<file path="config.mk">
export PLATFORM = sky130hd
export DESIGN_NAME = iref_ctrl
export DESIGN_NICKNAME = d
export VERILOG_FILES = /design/src/rtl/iref_ctrl.sv
export SDC_FILE = /design/constraint.sdc
export NUM_CORES = 1
export LEC_CHECK = 0
export ABC_AREA = 1
export BUFFER_PORTS_ARGS = -buffer_cell sky130_fd_sc_hd__buf_2
export CAP_MARGIN = 20
export CORE_ASPECT_RATIO = 1.75
export CORE_MARGIN = 3
export CORE_UTILIZATION = 59
export CTS_BUF_LIST = sky130_fd_sc_hd__clkbuf_8 sky130_fd_sc_hd__clkbuf_16
export DETAILED_ROUTE_END_ITERATION = 10
export GPL_TIMING_DRIVEN = 0
export PLACE_DENSITY = 0.83
export SYNTH_ARGS = -nofsm -noshare
export SYNTH_HDL_FRONTEND = slang
export SYNTH_SLANG_ARGS = --single-unit
</file>
<file path="constraint.sdc">
create_clock -name clk -period 2.71 [get_ports clk]
set_input_delay 0.1355 -clock clk [delete_from_list [all_inputs] [get_ports clk]]
set_output_delay 0.1355 -clock clk [all_outputs]
set_load 0.05 [all_outputs]
</file>
<file path="src/rtl/iref_ctrl.sv">
// ---------------------------------------------------------------------------
// iref_ctrl -- power-sequencing controller for the IREF analog macro.
//
// Releases iref_pd first, holds iref_charge high for max(charge_cycles,1)
// cycles, then releases iref_charge and reports ready. All outputs are
// flops decoded from the next state, so nothing combinational reaches a pin.
//
// en is registered once before it steers the FSM. "en sampled at edge N"
// means r_en captures it at N. The state reacts at N+1, so every output
// change lands one edge after the en sample.
//
// Optional feature (compile-time macro IREF_CTRL_SETTLE_EN):
//   inserts a SETTLE state of SETTLE_CYCLES cycles between CHARGE and ON.
//   In this state charge is already released, but ready stays low.
//
// Parameters:
//   CNT_W         charge counter / charge_cycles width
//   SETTLE_CYCLES settle length in cycles (only with IREF_CTRL_SETTLE_EN, >=1)
// Ports:
//   clk            system clock
//   rst            asynchronous reset, active-high
//   en             level request: 1 = reference on, 0 = power down
//   charge_cycles  charge length, captured on OFF->CHARGE only
//   iref_pd        macro power-down pin (1 = powered down)
//   iref_charge    macro fast-charge pin (1 = charging / default)
//   ready          reference current valid and stable
//   busy           power-up sequence in progress
// ---------------------------------------------------------------------------
module iref_ctrl #(
    parameter int CNT_W         = 16,
    parameter int SETTLE_CYCLES = 8
) (
    input  logic             clk,
    input  logic             rst,
    input  logic             en,
    input  logic [CNT_W-1:0] charge_cycles,
    output logic             iref_pd,
    output logic             iref_charge,
    output logic             ready,
    output logic             busy
);

    typedef enum logic [1:0] {
        S_OFF    = 2'd0,
        S_CHARGE = 2'd1,
        S_SETTLE = 2'd2,
        S_ON     = 2'd3
    } state_t;

    localparam logic [CNT_W-1:0] ONE = {{(CNT_W-1){1'b0}}, 1'b1};

    state_t           r_state;
    state_t           w_next;
    logic             r_en;
    logic [CNT_W-1:0] r_cnt;
    logic [CNT_W-1:0] w_cnt_next;

    // The counter is loaded with the number of cycles to spend in the
    // phase, and the phase ends when it reaches 1. The counter therefore
    // never decrements through zero, so an all-ones load cannot wrap.
    always_comb begin
        w_next     = r_state;
        w_cnt_next = r_cnt;
        case (r_state)
            S_OFF: begin
                w_cnt_next = '0;
                if (r_en) begin
                    w_next     = S_CHARGE;
                    w_cnt_next = (charge_cycles == '0) ? ONE : charge_cycles;
                end
            end
            S_CHARGE: begin
                if (!r_en) begin
                    w_next     = S_OFF;
                    w_cnt_next = '0;
                end else if (r_cnt <= ONE) begin
`ifdef IREF_CTRL_SETTLE_EN
                    w_next     = S_SETTLE;
                    w_cnt_next = CNT_W'(SETTLE_CYCLES);
`else
                    w_next     = S_ON;
                    w_cnt_next = '0;
`endif
                end else begin
                    w_cnt_next = r_cnt - ONE;
                end
            end
            S_SETTLE: begin
`ifdef IREF_CTRL_SETTLE_EN
                if (!r_en) begin
                    w_next     = S_OFF;
                    w_cnt_next = '0;
                end else if (r_cnt <= ONE) begin
                    w_next     = S_ON;
                    w_cnt_next = '0;
                end else begin
                    w_cnt_next = r_cnt - ONE;
                end
`else
                // Unreachable without the settle phase; recover to OFF.
                w_next     = S_OFF;
                w_cnt_next = '0;
`endif
            end
            S_ON: begin
                w_cnt_next = '0;
                if (!r_en) w_next = S_OFF;
            end
            default: begin
                w_next     = S_OFF;
                w_cnt_next = '0;
            end
        endcase
    end

    // Outputs are decoded from w_next, so each pin flips on the same edge
    // as the state. iref_charge is low only in SETTLE/ON, and those states
    // are reached only through CHARGE, where iref_pd is already low.
    always_ff @(posedge clk or posedge rst) begin
        if (rst) begin
            r_state     <= S_OFF;
            r_cnt       <= '0;
            r_en        <= 1'b0;
            iref_pd     <= 1'b1;
            iref_charge <= 1'b1;
            ready       <= 1'b0;
            busy        <= 1'b0;
        end else begin
            r_state     <= w_next;
            r_cnt       <= w_cnt_next;
            r_en        <= en;
            iref_pd     <= (w_next == S_OFF);
            iref_charge <= (w_next == S_OFF) || (w_next == S_CHARGE);
            ready       <= (w_next == S_ON);
            busy        <= (w_next == S_CHARGE) || (w_next == S_SETTLE);
        end
    end

endmodule

</file>
Yosys cells after proc, flatten, opt, wreduce, memory -nomap -nowiden
Index checks and enable logic that the tools add are counted.
{ "word_totals": {"ff_bits": 23, "out_inout_bits": 4, "elab_cells": 31, "input_bits": 19} }
{ "op_classes": {"muxes": 10, "n_lt_le_gt_ge": 1, "n_reduce_logical": 6, "n_eq_ne": 6, "n_addsub": 1} }
{ "ops": {"columns": ["operator", "count"], "rows": [
  ["2-to-1 mux 16 bit", 4],
  ["one-hot mux 16 bit (3 select lines)", 1],
  ["<= comparator 16 x 1 -> 1 bit, second input constant", 1],
  ["zero test 16 bit", 1],
  ["subtractor 16 x 1 -> 16 bit, second input constant", 1],
  ["== test 2 bit, second input constant", 4],
  ["2-to-1 mux 2 bit", 4],
  ["one-hot mux 2 bit (4 select lines)", 1],
  ["== test 2 x 1 -> 1 bit, second input constant", 2],
  ["zero test 2 bit", 2],
  ["logical OR 1 bit", 2],
  ["OR reduction 2 bit", 1]
]} }

Longest topological paths before layout
Gate-level depths: netlist (run 1).
{ "logic_depth": {"ltp_word": 6, "depth_mapped": 8} }

Least setup slack after synthesis (run 1)
No wires, ideal clock.
{ "synth_timing": {"kind": "register to register", "start": "reg r_cnt[0]", "end": "reg busy", "stages_incl_launch_ff": 7, "synth_period_minus_slack_ps": 1465, "path_buffers": 0, "path_slack_ps": 1245, "t_arrival_ps": 1339, "setup_time_ps": 126, "required_ps": 2584, "cell_sequence": "dfrtp_1 -> inv_1 -> ha_1 -> o21a_1 -> nand3_4 -> a21oi_1 -> ha_1"} }
{ "synth_via": {"elab_chain_cells": 6, "word_cells_on_any_way": 7} }
{ "synth_lines": {"columns": ["item", "line_no", "source"], "rows": [
  ["from (decl)", "55", "logic [CNT_W-1:0] r_cnt;"],
  ["from (signal assigned)", "130", "r_cnt <= w_cnt_next;"],
  ["<= comparator 16 x 1 -> 1 bit (*)", "76", "end else if (r_cnt <= ONE) begin"],
  ["2-to-1 mux 2 bit (*)", "76", null],
  ["2-to-1 mux 2 bit (*)", "73", "if (!r_en) begin"],
  ["one-hot mux 2 bit (4 select lines) (*)", "64", "case (r_state)"],
  ["== test 2 x 1 -> 1 bit or == test 2 bit (tied branches)", "135", "busy <= (w_next == S_CHARGE) || (w_next == S_SETTLE);"],
  ["logical OR 1 bit (*)", "135", null],
  ["to (signal assigned)", "135", null],
  ["to (decl)", "40", "output logic busy"]
]} }
Every way passes the cells marked *; elsewhere a longest branch is shown, timed or not.

Final worst setup path (run 1)
Ends and elaborated chain as after synthesis.

==> flow_summary.toml, run 1 <==
[outcome]
status = "finished, final reports clean"

[yosys]
ys_ff_latch = 23
avgSynthCellArea_um2 = 7.96
netlist_area_mm2 = 0.00139
seq_area_frac_synth_pct = 41.5
synthSimpleGateAreaFrac_pct = 32.9
synth-xor-area-share_pct = 5.03
synth_fp_nets = 198
synth_compound_area_share_pct = 8.72
synthCells = 175
synthAdderAreaFrac_pct = 3.59
synth_top_family_by_area = "simple AND/OR/NAND/NOR gates"
synthMuxAreaShare_pct = 0
synth-warning-count = 0
synth.distinct_cells = 22

[die]
rows = 22
die_x_um = 42.7
die_y_um = 70.3
die_area_mm2 = 0.00300
ios = 23
start_util_pct = 64.0
core_mm2 = 0.00217

[route]
wl_per_cell_um = 13.4
drt_iter0_markers = 58
drcViolationCount = 0
via_count = 1197
ant_nets = 0
first_pass_iters = 4
wirelength_um = 3020
via_per_inst = 5.30

[worst_setup_path]
worstPathRequired_ns = 2.86
reg2reg_depth = 6
endpoint_kind = "flop"
r2r_start = "r_cnt[0]$_DFF_PP0_"
crit_arrival_ns = 1.78
critical_path_class = "flop to flop"
r2r_slack_ns = 1.08
reg2reg_to = "busy$_DFF_PP0_"
worstPathMaxFanout = 6
startpoint_type = "flop"

[clock_tree]
clock-sinks = 23
clk_path_buf_depth = 2
path_clk_slew_ns = 0.08
cts_tree = "built"
cts_root_buffer = "clkbuf_8"
numCtsBuffers = 3
clk-insertion-delay-late_ns = 0.26
cts-htree-levels = 1

[placement]
dp_hpwl_um = 2400
gp_congestion = 0.847
pre_cts_slack_ns = 1.09
port-buffer-count = 22

[sta]
setup_tns_ns = 0
period_minus_slack_ns = 1.63
fin_skew_ns = 0.00156
drv_slew = 0
max_slew_margin_pct = 42.6
max_freq_ghz = 0.612
fin_ws_ns = 1.08
final.period_utilization_pct = 60.3
hold_viol_final = 0
rsz0062_at_grt = "no"
worst_pin_slew_ns = 0.860
setup_violations = 0

[finish]
area_growth_pct = 14.3
antenna_cells = 0
utilization_pct = 73.2
drive_gt1_share_pct = 25.7
fill_cells = 183
fin_nets = 226

[global_routing]
grt_max_degree = 24
use_met3_pct = 1.80
busiest_layer = "met2"
gr-total-overflow = 0
grt_first_pass_wirelength_um = 5220
grt.total_usage_pct = 22.7
antenna_found_initial = 0
grtUsageMet2_pct = 42.1
grtUsageMet1_pct = 25.3
grt_pass1_vias = 1207

[power]
vdd_drop_max_v = 0.000523
net-switching-power_w = 0.000469
p_int_w = 0.000675
powerDensity_mw_per_mm2 = 719
pwr-share-seq_pct = 39.2
p_total_w = 0.00114
p_comb_share_pct = 41.8
switching_share_pct = 41.0
leakage_nw = 0.829
p_clk_share_pct = 18.9

[run]
drv_cap = 0

[min_path]
hold_class = "primary input to asynchronous set/reset pin"
[layer usage]
layer	wire length (µm)	vias to the layer above
met3	71	2
met5	0	-
met1	1120	567
li1	-	604
met2	1800	24
met4	28	0
[layout make-up]
cell class                 count  area, µm²  area share (%)
multi-input combinational    126        699            43.9
sequential                    23        578            36.3
timing repair buffer          23        120            7.55
inverter                      24       90.1            5.66
clock buffer                   3       41.3            2.59
tap                           24       30.0            1.89
buffer                         2       25.0            1.57
clock inverter                 1       7.51           0.472
[worst max-delay path by stage]
stage,start,to,slack [ns],cells past startpoint
final,r_cnt[0]$_DFF_PP0_,busy$_DFF_PP0_,1.08,6
after global routing,r_cnt[0]$_DFF_PP0_,iref_pd$_DFF_PP1_,0.98,7
after CTS,r_cnt[0]$_DFF_PP0_,busy$_DFF_PP0_,1.07,6
after detailed placement,r_cnt[0]$_DFF_PP0_,busy$_DFF_PP0_,1.09,6
after global placement,r_cnt[0]$_DFF_PP0_,busy$_DFF_PP0_,1.12,6
after floorplan,r_cnt[0]$_DFF_PP0_,busy$_DFF_PP0_,1.25,6
[registers in the layout, indices dropped and copies added, names as in the netlist]
signal / cells
iref_charge: 1
iref_pd: 1
r_cnt: 16
r_state: 2
r_en: 1
ready: 1
busy: 1
[timing repair]
action | 4_1_cts | 5_1_grt
hold endpoints to repair | 1 | 0
buffers inserted | 0 | 0
gates resized for setup | 0 | 0
hold buffers | 1 | 0
[layout by cell type, fill, tap and decap left out]
cell and count:
nand3_4 1, clkinvlp_4 1, inv_1 24, buf_2 23, clkbuf_8 3, dfstp_2 2, a21oi_1 2, xor2_1 3
nand2_2 2, o22ai_2 3, dfrtp_1 21, ha_1 4, buf_12 1, o21ai_1 1, nand2_4 1, xnor2_1 5
dlygate4sd3_1 1, nor2_2 5, nand3_1 7, o21a_1 1, nand2_1 51, o21ai_2 7, nor2_4 3, nor2_1 25
nand4_1 5
[critical path: stages (launching register included)]
cell and delay, ns:
dfrtp_1 0.44, inv_1 0.08, ha_1 0.21, o21a_1 0.19, nand3_4 0.13, a21oi_1 0.21, ha_1 0.26
[through the flow]
stage	hold slack, ns	instance area, µm²	instances
floorplan	0.136	1390	175
global placement	0.245	1530	221
detailed placement	0.245	1530	221
CTS	0.0637	1590	226
global route	0.0855	1590	226
finish	0.0389	1590	226
[power groups by stage]
stage	combinational, W	sequential [W]	clock [W]
after detailed placement	0.000476	0.000455	0
after global routing	0.000536	0.000456	0.000241
after global placement	0.000463	0.000451	0
after floorplan	0.000362	0.000469	0
final	0.000478	0.000449	0.000217
after CTS	0.000482	0.000448	0.000222
[synthesized netlist by cell type, drive strengths merged]
| library cell | number | share of area, % |
|---|---|---|
| a21oi | 2 | 0.72 |
| dfrtp | 21 | 38 |
| inv | 24 | 6.5 |
| nor2 | 33 | 11 |
| ha | 4 | 3.6 |
| o21a | 1 | 0.54 |
| nand3 | 8 | 3.8 |
| buf | 2 | 1.8 |
| xnor2 | 5 | 3.1 |
| o21ai | 8 | 4.8 |
| xor2 | 3 | 1.9 |
| o22ai | 3 | 2.7 |
| nand4 | 5 | 2.2 |
| dfstp | 2 | 3.8 |
| nand2 | 54 | 15 |
[kinds of logic after synthesis]
family | count (synthesis)
AOI/OAI and AO/OA | 14
xor gates and xnor gates | 8
adders and majority gates | 4
buffers and inverters | 26
DFF | 23
and+or+nand+nor | 100
(Power assumes the default switching activity.)
==> run 2: changes to the inputs <==
- ABC_AREA: 1 -> 0
- CORE_UTILIZATION: 59 -> 48
- PLACE_DENSITY: 0.83 -> 0.74
- clock period: 2.71 -> 1.35 ns (I/O delays scaled with it)
==> run 2 against run 1 <==
The flow now finishes with violations (setup timing); non-clock buffer count rose by 7; first-iteration DRC count fell by 72%; final area is 4.6% lower; worst hold slack worse by 0.0093 ns.
==> flow_summary.toml, run 2 <==
[die]
rows = 23
core_mm2 = 0.00233
start_util_pct = 51.5
die_y_um = 72.1
die_x_um = 43.8
ios = 23
die_area_mm2 = 0.00316

[yosys]
synth_edf_count = 0
synth.distinct_cells = 27
synthTopCellsByArea = "dfrtp_1 44%, o21ai_2 7.3%, xnor2_1 7.3%"
synth_compound_area_share_pct = 11.3
avgSynthCellArea_um2 = 10.1
ys_ff_latch = 23
synthCells = 119
synth_most_common_cell = "dfrtp_1"
synth-xor-area-share_pct = 10.2
synthAdderAreaFrac_pct = 4.17
yosys.area.top_type = "dfrtp_1"
ys_dominant_reg_cell = "dfrtp_1"
asyncSetResetFlopFracSynth_pct = 100
netlist_area_mm2 = 0.00120
synth_top_area_share_pct = 43.8
synth-warning-count = 0
synthSimpleGateAreaFrac_pct = 21.4
synthTopCellsByCount = "21 x dfrtp_1, 19 x nand2_1, 10 x o21ai_2, 10 x xnor2_1"
seq_area_frac_synth_pct = 48.2
synth_fp_nets = 142
synthMuxAreaShare_pct = 0
synth_top_family_by_area = "simple AND/OR/NAND/NOR gates"

[power]
net-switching-power_w = 0.000572
switching_share_pct = 32.0
p_comb_share_pct = 31.2
powerDensity_mw_per_mm2 = 1180
pwr-share-seq_pct = 45.9
p_int_w = 0.00121
vdd_drop_max_v = 0.000756
p_total_w = 0.00179
p_clk_share_pct = 22.9
leakage_nw = 0.690

[sta]
max_freq_ghz = 0.478
hold_ws_ns = 0.0296
setup_violations = 21
max_slew_margin_pct = 36.8
rsz0062_at_grt = "yes"
worst_pin_slew_ns = 0.945
period_minus_slack_ns = 2.09
fin_ws_ns = -0.742
fin_skew_ns = 0.00159
final.period_utilization_pct = 155
hold_viol_final = 0
drv_slew = 0

[route]
first_pass_iters = 4
wirelength_um = 2700
via_per_inst = 5.55
via_count = 982
ant_nets = 0
drcViolationCount = 0
drt_iter0_markers = 16
wl_per_cell_um = 15.3

[clock_tree]
clk_path_buf_depth = 2
clk-insertion-delay-late_ns = 0.26
cts_tree = "built"
numCtsBuffers = 3
path_clk_slew_ns = 0.08
cts-htree-levels = 1
clock-sinks = 23
cts_root_buffer = "clkbuf_8"

[worst_setup_path]
crit_path_cell_trace = "or4_4 > or4_4 > nor3_4 > nor2_2 > or2_4 > ha_2"
worstPathMaxFanout = 3
r2r_start = "r_cnt[10]$_DFF_PP0_"
crit_arrival_ns = 2.29
startpoint_type = "flop"
cpMostUsedCell = "or4_4"
setup.worst_path.start = "r_cnt[10]$_DFF_PP0_"
max_stage_delay_ns = 0.55
reg2reg_depth = 6
critPathCapture = "iref_pd$_DFF_PP1_"
worstPathRequired_ns = 1.55
r2r_slack_ns = -0.74
endpoint_kind = "flop"
reg2reg_to = "iref_pd$_DFF_PP1_"
critical_path_class = "flop to flop"
slowest_stage = "or4_4"

[finish]
top_regs = "r_cnt: 16 flops, r_state: 2 flops"
drive_gt1_share_pct = 38.2
largest_register_ffs = 16
area_growth_pct = 26.5
layout_commonest_cell = "buf_2"
fin_nets = 176
final_cell_mix = "22 x buf_2, 21 x dfrtp_1, 19 x nand2_1"
antenna_cells = 0
utilization_pct = 65.1
regMostFlops = "r_cnt"
fill_cells = 195
layout.cells.non_filler = 177

[global_routing]
grt_pass1_vias = 1041
grt_first_pass_wirelength_um = 4640
grt.total_usage_pct = 19.3
antenna_found_initial = 0
gr-total-overflow = 0
grt_max_degree = 24

[outcome]
violations = "setup timing"
status = "finished, violations left"

[placement]
dp.cells = 166
gp_congestion = 0.875
port-buffer-count = 22
dp_hpwl_um = 1950

[run]
drv_cap = 0

[min_path]
hold_class = "primary input to flop"
-- run 2: worst max-delay path: cells and delay by family, from the launching register on --
kind | cells | cell delay (ns)
AND/OR/NAND/NOR | 5 | 1.47
flip-flops | 1 | 0.39
adder cells (fa/ha/maj) | 1 | 0.17
-- run 2: power groups by stage --
stage / combinational (W) / clock (W) / sequential, W
2_1_floorplan: 0.000338 / 0 / 0.000842
3_3_place_gp: 0.000451 / 0 / 0.000827
3_5_place_dp: 0.000464 / 0 / 0.000833
4_1_cts: 0.000539 / 0.000427 / 0.000815
5_1_grt: 0.000612 / 0.000449 / 0.000831
6_report: 0.000557 / 0.000410 / 0.000820
-- run 2: worst min path at each step --
| stage | from | end | slack (ns) | cells past startpoint |
|---|---|---|---|---|
| finish | charge_cycles[2] | r_cnt[2]$_DFF_PP0_ | 0.03 | 3 |
| CTS | charge_cycles[2] | r_cnt[2]$_DFF_PP0_ | 0.02 | 3 |
| global route | charge_cycles[1] | r_cnt[1]$_DFF_PP0_ | 0.04 | 3 |
| floorplan | rst | busy$_DFF_PP0_ | 0.07 | 1 |
| detailed placement | en | r_en$_DFF_PP0_ | 0.18 | 1 |
| global placement | en | r_en$_DFF_PP0_ | 0.18 | 1 |
-- run 2: final cells by class --
type	instances	area [µm²]	area share [%]
Tap cell	25	31.3	2.06
Sequential cell	23	578	38.1
Timing Repair Buffer	30	205	13.5
Inverter	6	22.5	1.48
Clock inverter	1	3.75	0.247
Buffer	2	23.8	1.57
Clock buffer	3	41.3	2.72
Multi-Input combinational cell	87	612	40.3
-- run 2: layer usage --
| layer | share of wire (%) | track usage [%] |
|---|---|---|
| met3 | 5.4 | 3.23 |
| met4 | 2.6 | 8.39 |
| met1 | 40 | 23.3 |
| met2 | 52 | 32.8 |
| met5 | 0 | 0 |
-- run 2: cells by family (layout without fill, tap and decap cells) --
family | count (synthesis) | count (layout)
simple gates | 50 | 50
flops | 23 | 23
compound gates | 19 | 19
xor+xnor | 14 | 14
buf+inv | 9 | 42
fa+ha+maj | 4 | 4
-- run 2: per-stage QoR --
stage	TNS, ns	setup slack, ns	area, µm²
2_1_floorplan	-13.52	-0.733	1200
3_3_place_gp	-15.85	-0.837	1340
3_5_place_dp	-16.29	-0.858	1340
4_1_cts	-15.84	-0.807	1480
5_1_grt	-15.93	-0.816	1520
6_report	-14.64	-0.742	1520
-- run 2: timing repair --
action | in CTS | in global routing
setup endpoints to repair | 21 | 21
gates resized for setup | 7 | 4
hold buffers | 2 | 0
pin swaps | 1 | 1
setup buffers | 4 | 1
cloned | 0 | 1
hold endpoints to repair | 12 | 0
==> run 3: changes to the inputs <==
- ABC_AREA: 0 -> 1
- CORE_UTILIZATION: 48 -> 50
- PLACE_DENSITY: 0.74 -> 0.75
==> run 3 against run 2 <==
The flow finishes with violations (hold timing, setup timing); largest power group is now combinational cells; critical path type unchanged; fmax increased by 41%; non-clock buffer count grew 6; critical endpoint is now busy$_DFF_PP0_; sequential cell count stayed put; combinational power grew 120%.
==> flow_summary.toml, run 3 (same netlist as run 1, synthesis figures left out) <==
[placement]
dp_hpwl_um = 2300
port-buffer-count = 22
post_dp_cell_area_mm2 = 0.00154
gp_congestion = 0.930

[power]
vdd_drop_max_v = 0.000786
powerDensity_mw_per_mm2 = 1460
leakage_nw = 0.913

[die]
rows = 24
die_y_um = 75.8
start_util_pct = 53.9
die_area_mm2 = 0.00348
die_x_um = 45.9
ios = 23
core_mm2 = 0.00258

[finish]
utilization_pct = 68.6
multiInputGateArea_um2 = 756
fin_nets = 239
register_area_um2 = 578
layout_commonest_cell = "nand2_1"
top_regs = "r_cnt: 16 flops, r_state: 2 flops"
fill_cells = 204
antenna_cells = 0
drive_gt1_share_pct = 37.2
final_cell_mix = "48 x nand2_1, 23 x inv_1, 23 x buf_2"
area_growth_pct = 27.1
regMostFlops = "r_cnt"
final_area_mm2 = 0.00177
largest_register_ffs = 16

[outcome]
status = "finished, violations left"
violations = "hold timing, setup timing"

[worst_setup_path]
r2r_start = "r_cnt[6]$_DFF_PP0_"
worstPathMaxFanout = 5
reg2reg_depth = 6
endpoint_kind = "flop"
critical_path_class = "flop to flop"
crit_arrival_ns = 1.64
worstPathRequired_ns = 1.51
startpoint_type = "flop"
r2r_slack_ns = -0.13
reg2reg_to = "busy$_DFF_PP0_"

[global_routing]
grt_max_degree = 24
grt_pass1_vias = 1267
gr-total-overflow = 0
grt.total_usage_pct = 20.9
grt_first_pass_wirelength_um = 5270
antenna_found_initial = 0

[run]
drv_cap = 0

[route]
wl_per_cell_um = 14.7
first_pass_iters = 5
drt_iter0_markers = 29
via_count = 1277
ant_nets = 0
wirelength_um = 3530
drcViolationCount = 0
via_per_inst = 5.30

[sta]
period_minus_slack_ns = 1.48
worst_pin_slew_ns = 0.890
max_freq_ghz = 0.674
max_slew_margin_pct = 40.6
hold_viol_final = 21
hold_ws_ns = -0.0273
fin_ws_ns = -0.133
fin_skew_ns = 0.00710
final.period_utilization_pct = 110
rsz0062_at_grt = "yes"
setup_violations = 18
drv_slew = 0

[clock_tree]
clock-sinks = 23
path_clk_slew_ns = 0.09
clk_path_buf_depth = 2
cts_tree = "built"
numCtsBuffers = 3
cts_root_buffer = "clkbuf_8"
cts-htree-levels = 1
clk-insertion-delay-late_ns = 0.27

[min_path]
hold_class = "primary input to asynchronous set/reset pin"
run 3: cell count changes in the layout (fill, tap and decap cells not counted), sizes merged, moves of 7 or more:
cell   previous run  this run
nand2            19        54
nor2              8        33
inv               7        24
o21ai            18         8
buf              28        36
nand3             1         8
nor4              7         0
run 3: power breakdown:
group          internal (W)  total (W)  switching, W
Combinational      0.000502    0.00123      0.000724
Clock              0.000206   0.000439      0.000233
Sequential         0.000801   0.000914      0.000113
run 3: layout make-up:
type                    count  area share [%]
plain buffers               2            1.41
clock buffers               3            2.33
clock inverters             1           0.283
inverters                  24            5.09
multi-input cells         126            42.7
flip-flops and latches     23            32.7
well taps                  26            1.84
repair buffers             36            13.7
run 3: worst max path at each step:
stage / start / to / slack, ns / cells after the start
6_report: r_cnt[6]$_DFF_PP0_ / busy$_DFF_PP0_ / -0.13 / 6
5_1_grt: r_cnt[6]$_DFF_PP0_ / busy$_DFF_PP0_ / -0.22 / 6
4_1_cts: r_cnt[0]$_DFF_PP0_ / busy$_DFF_PP0_ / -0.12 / 6
3_5_place_dp: r_cnt[8]$_DFF_PP0_ / busy$_DFF_PP0_ / -0.17 / 6
3_3_place_gp: r_cnt[0]$_DFF_PP0_ / busy$_DFF_PP0_ / -0.17 / 6
2_1_floorplan: r_cnt[0]$_DFF_PP0_ / busy$_DFF_PP0_ / -0.06 / 6
run 3: metrics by stage:
stage	total power (W)	worst slack (ns)	instances	TNS [ns]	hold slack, ns
floorplan	0.00167	-0.0581	175	-0.0667	0.0679
global placement	0.00184	-0.168	223	-0.966	0.177
detailed placement	0.00187	-0.170	223	-1.76	0.180
CTS	0.00244	-0.120	236	-0.764	0.0102
global route	0.00272	-0.221	241	-2.91	0.0224
finish	0.00258	-0.133	241	-1.53	-0.0273
run 3: repair_timing:
action	CTS	global route
hold endpoints to repair	1	0
setup buffers	8	4
hold buffers	1	0
pin swaps	5	3
resized for setup	9	8
endpoints found under the setup margin	18	20
gates cloned	0	1
run 3: critical path, cell delays in order, from the launching register on:
cell and delay, ns:
dfrtp_1 0.44, nor2_2 0.17, nand2_2 0.09, nor2_2 0.13, nand3_4 0.14, a21oi_4 0.15
ha_1 0.23
run 3: routing by layer:
| metal | vias to the layer above | GRT usage (%) | share of wire [%] |
|---|---|---|---|
| met5 | - | 0 | 0 |
| met2 | 33 | 40.5 | 60 |
| li1 | 622 | - | - |
| met1 | 617 | 21.2 | 36 |
| met3 | 5 | 3.07 | 2.7 |
| met4 | 0 | 7.59 | 1.2 |
